$ cat config.mk
export PLATFORM = sky130hd
export DESIGN_NAME = uart_tx_arbiter
export DESIGN_NICKNAME = d
export VERILOG_FILES = /design/src/rtl/uart_tx_arbiter.sv
export SDC_FILE = /design/constraint.sdc
export NUM_CORES = 1
export LEC_CHECK = 0
export BUFFER_PORTS_ARGS = -buffer_cell sky130_fd_sc_hd__buf_2
export CAP_MARGIN = 20
export CORE_AREA = 2 2 56 78
export DETAILED_ROUTE_END_ITERATION = 8
export DIE_AREA = 0 0 58 80
export GPL_TIMING_DRIVEN = 0
export PLACE_DENSITY_LB_ADDON = 0.15
export SYNTH_ARGS = -nofsm -noshare
export SYNTH_HDL_FRONTEND = slang
export SYNTH_SLANG_ARGS = --single-unit
$ cat constraint.sdc
create_clock -name clk -period 5.8 [get_ports clk]
set_input_delay 0.29 -clock clk [delete_from_list [all_inputs] [get_ports clk]]
set_output_delay 0.29 -clock clk [all_outputs]
set_load 0.1 [all_outputs]
$ cat src/rtl/uart_tx_arbiter.sv
// Round-robin arbiter that lets N_REQ byte producers share one UART transmitter.
// Hands one byte per frame to the transmitter and flags transmitters that never go busy.
module uart_tx_arbiter #(
  parameter int N_REQ        = 4,
  parameter int BUSY_TIMEOUT = 15
) (
  input  logic               clk,
  input  logic               rst,
  input  logic [N_REQ-1:0]   req_valid,
  input  logic [N_REQ*8-1:0] req_data,
  output logic [N_REQ-1:0]   req_ready,
  output logic [7:0]         tx_din,
  output logic               tx_flag,
  input  logic               tx_done,
  output logic               busy,
  output logic [2:0]         grant_id,
  output logic               err,
  input  logic               clr_err
);

  typedef enum logic [1:0] {IDLE, LAUNCH, WAIT_BUSY, WAIT_DONE} state_t;

  state_t      state_q, state_d;
  logic [2:0]  rr_ptr_q, rr_ptr_d;
  logic [2:0]  grant_id_q, grant_id_d;
  logic [7:0]  tx_din_q, tx_din_d;
  logic        tx_flag_q, tx_flag_d;
  logic        err_q, err_d;
  logic [7:0]  tcnt_q, tcnt_d;

  logic        found;
  logic [2:0]  gidx;
  logic [7:0]  gdata;
  logic        grant;
  logic        err_set;

  // Search upward from rr_ptr_q; the first valid requester in rotated order wins.
  // NOTE: every variable gets a default before any branch so no latch is inferred.
  always_comb begin
    found = 1'b0;
    gidx  = '0;
    for (int k = 0; k < N_REQ; k++) begin
      for (int i = 0; i < N_REQ; i++) begin
        if (!found && req_valid[i] && (i == (int'(rr_ptr_q) + k) % N_REQ)) begin
          found = 1'b1;
          gidx  = 3'(i);
        end
      end
    end
    gdata = '0;
    for (int i = 0; i < N_REQ; i++) begin
      if (gidx == 3'(i)) gdata = req_data[8*i +: 8];
    end
  end

  assign grant = (state_q == IDLE) && tx_done && found && !rst;

  always_comb begin
    req_ready = '0;
    for (int i = 0; i < N_REQ; i++) begin
      req_ready[i] = grant && (gidx == 3'(i));
    end
  end

  always_comb begin
    state_d    = state_q;
    rr_ptr_d   = rr_ptr_q;
    grant_id_d = grant_id_q;
    tx_din_d   = tx_din_q;
    tx_flag_d  = 1'b0;
    tcnt_d     = tcnt_q;
    err_set    = 1'b0;
    case (state_q)
      IDLE: begin
        if (grant) begin
          state_d    = LAUNCH;
          tx_din_d   = gdata;
          grant_id_d = gidx;
          rr_ptr_d   = (gidx == 3'(N_REQ - 1)) ? 3'd0 : gidx + 3'd1;
          tx_flag_d  = 1'b1;
        end
      end
      LAUNCH: begin
        state_d = WAIT_BUSY;
        tcnt_d  = '0;
      end
      WAIT_BUSY: begin
        if (!tx_done) begin
          state_d = WAIT_DONE;
        end else begin
          tcnt_d = tcnt_q + 8'd1;
          // The byte is abandoned on timeout; the requester already saw its ready.
          if (tcnt_d == 8'(BUSY_TIMEOUT)) begin
            err_set = 1'b1;
            state_d = IDLE;
          end
        end
      end
      WAIT_DONE: begin
        if (tx_done) state_d = IDLE;
      end
      default: state_d = IDLE;
    endcase
    err_d = err_set | (err_q & ~clr_err);
  end

  // NOTE: sequential state uses non-blocking assignments so all flops update together.
  always_ff @(posedge clk) begin
    if (rst) begin
      state_q    <= IDLE;
      rr_ptr_q   <= '0;
      grant_id_q <= '0;
      tx_din_q   <= 8'hFF;
      tx_flag_q  <= 1'b0;
      err_q      <= 1'b0;
      tcnt_q     <= '0;
    end else begin
      state_q    <= state_d;
      rr_ptr_q   <= rr_ptr_d;
      grant_id_q <= grant_id_d;
      tx_din_q   <= tx_din_d;
      tx_flag_q  <= tx_flag_d;
      err_q      <= err_d;
      tcnt_q     <= tcnt_d;
    end
  end

  assign tx_din   = tx_din_q;
  assign tx_flag  = tx_flag_q;
  assign grant_id = grant_id_q;
  assign err      = err_q;
  assign busy     = (state_q != IDLE) && !rst;

endmodule

==> flow_metrics.env <==
export IMPL_status="completed"
export IMPL_synthCells=195
export IMPL_start_kind="register"
export IMPL_grt_pass1_vias=1536
export IMPL_final_antenna_net_count=0
export IMPL_maxCapViolCount=0
export IMPL_post_synth_top_count_cell="a21oi_1"
export IMPL_syn_cell_area_sq_um=1480
export IMPL_ys_top_cells_by_count="32 x a21oi_1, 24 x dfxtp_1, 15 x nand2b_1"
export IMPL_cts_resized=0
export IMPL_start_util=0.378
export IMPL_hold_violations=0
export IMPL_clock_sinks=24
export IMPL_drt_pass1_iter_count=4
export IMPL_grtUsageTotal=0.179
export IMPL_root_buffer="clkbuf_8"
export IMPL_ys_ff_latch=24
export IMPL_timing_setup_tns_ps=0
export IMPL_synth_edf_count=0
export IMPL_utilization=0.482
export IMPL_grt_pass1_wl_mm=6.74
export IMPL_areaGrowthSynthToFinish_pct=27.3
export IMPL_async_flop_share=0
export IMPL_clock_latency_ps=270
export IMPL_antenna_found_initial=0
export IMPL_required_ps=5510
export IMPL_n_antenna_cell=0
export IMPL_cts_hold_buf=0
export IMPL_drv_slew=0
export IMPL_row_count=27
export IMPL_p_per_area_nw_per_um2=273
export IMPL_die_h_microns=80
export IMPL_vias_per_cell=5.23
export IMPL_critPathCaptureType="output port"
export IMPL_cts_tree="done"
export IMPL_num_nets_final=302
export IMPL_timing_fmax_mhz=314
export IMPL_drtIter0Drc=35
export IMPL_fin_crit_ps=3180
export IMPL_syn_avg_cell_area_sq_um=7.60
export IMPL_worstPathMaxFanout=10
export IMPL_syn_nets=241
export IMPL_r2r_worst_path_cells=9
export IMPL_rsz0062_at_grt="no"
export IMPL_cp_data_arrival_time_ps=2890
export IMPL_final_layout_size_suffix_gt1_frac=0.255
export IMPL_leakagePower_nw=0.831
export IMPL_dieArea_sq_um=4640
export IMPL_postCtsSetupBuffers=0
export IMPL_grt_max_degree=15
export IMPL_ys_seq_area_frac=0.324
export IMPL_ys_flop_type="dfxtp_1"
export IMPL_cts_inserted_buffers=3
export IMPL_ys_top_cells_by_area="dfxtp_1 32%, a21oi_1 11%, nand2b_1 6.3%"
export IMPL_vias=1559
export IMPL_min_path_cells=2
export IMPL_drt_total_wl_mm=3.88
export IMPL_ys_warnings_count=0
export IMPL_place_hpwl_mm=3.10
export IMPL_synth_top_area_share=0.324
export IMPL_worstHoldPathType="input pin to register"
export IMPL_hold_worst_slack_ps=197
export IMPL_period_share=0.548
export IMPL_yosysTopAreaCell="dfxtp_1"
export IMPL_finalNonFillerCells=298
export IMPL_clk_transition_reported_paths_ps=90
export IMPL_drc_errors=0
export IMPL_die_w_microns=58
export IMPL_io_buffer_count=56
export IMPL_yosysUniqueCellTypes=38
export IMPL_setup_violations=0
export IMPL_core_region_area_sq_um=3920
export IMPL_avgRoutedWirePerCell_microns=13.0
export IMPL_ios=58
export IMPL_overflow=0
export IMPL_globalplace_congestion=0.846
export IMPL_peakVddDrop_mv=0.118
export IMPL_fin_skew_ps=5.51
export IMPL_crit_type="register to output port"
export IMPL_cts_htree_levels=1
export IMPL_dpl_cell_count=294
export IMPL_clock_path_buffers=2
## worst max-delay path, stage by stage, from the launching register on
cell and delay, ps:
dfxtp_1 380, nand2b_1 110, a21boi_0 110, or3_1 420, inv_1 100, ha_1 140, buf_1 370, clkinv_1 380
nor2_1 170, buf_2 440
## cell families after synthesis
logic type,Yosys count,share of synthesized area
AO/OA/AOI/OAI,59,0.252
XOR/XNOR,2,0.0118
adder cells (fa/ha/maj),6,0.0506
buffers and inverters,23,0.0633
flip-flops,24,0.324
multiplexers,3,0.0203
other,1,0.00253
AND/OR/NAND/NOR,77,0.275
## state kept, by name (all words and copies together) (netlist names)
name	cells
state_q	2
err	1
grant_id	2
tcnt_q	8
tx_din	8
tx_flag	1
rr_ptr_q	2
## stage by stage
step | power (mW) | instance area [sq um] | worst slack [ps]
floorplan | 0.331 | 1480 | 2560
global placement | 0.373 | 1820 | 2900
detailed placement | 0.373 | 1820 | 2900
CTS | 0.520 | 1890 | 2620
global route | 0.541 | 1890 | 2340
finish | 0.516 | 1890 | 2620
## metal layers
| layer | track usage | up-vias | part of all wire |
|---|---|---|---|
| met5 | 0 | - | 0 |
| met4 | 0.0419 | 0 | 0.0062 |
| met3 | 0.0276 | 2 | 0.045 |
| met2 | 0.340 | 41 | 0.54 |
| met1 | 0.205 | 696 | 0.41 |
| li1 | - | 820 | - |
## worst paths after layout
kind,end,start,slack [ps]
worst max register to register,rr_ptr_q[0],rr_ptr_q[0],3350
worst max-delay path,req_ready[3],rr_ptr_q[0],2620
worst min-delay path,err,clr_err,200
worst min register to register,grant_id[0],grant_id[0],460
## layout by cell type, fill, tap and decap left out, drive strengths merged, types with 3 or more instances in the layout
master and instances:
buf 61, a21oi 32, dfxtp 24, nand2b 15
nand3 13, nand2 12, nor3 11, clkbuf 11
inv 9, nor2 8, a221o 7, o21ai 6
ha 6, and2 5, or4 3, nor2b 3
mux2i 3
## report_power, final
group          total, mW  switching, mW  internal, mW
registers          0.184        0.00705         0.177
logic              0.185          0.136        0.0485
clock network      0.147         0.0550        0.0922
## final cells by class
| cell class | count | area, sq um |
|---|---|---|
| clock inverters | 1 | 30.0 |
| flip-flops and latches | 24 | 480 |
| plain buffers | 13 | 56.3 |
| inverters | 10 | 37.5 |
| clock buffers | 3 | 41.3 |
| multi-input cells | 148 | 908 |
| well taps | 43 | 53.8 |
| repair buffers | 56 | 280 |
| fillers | 428 | 2030 |
No activity file was read; power rests on OpenSTA's default activity.
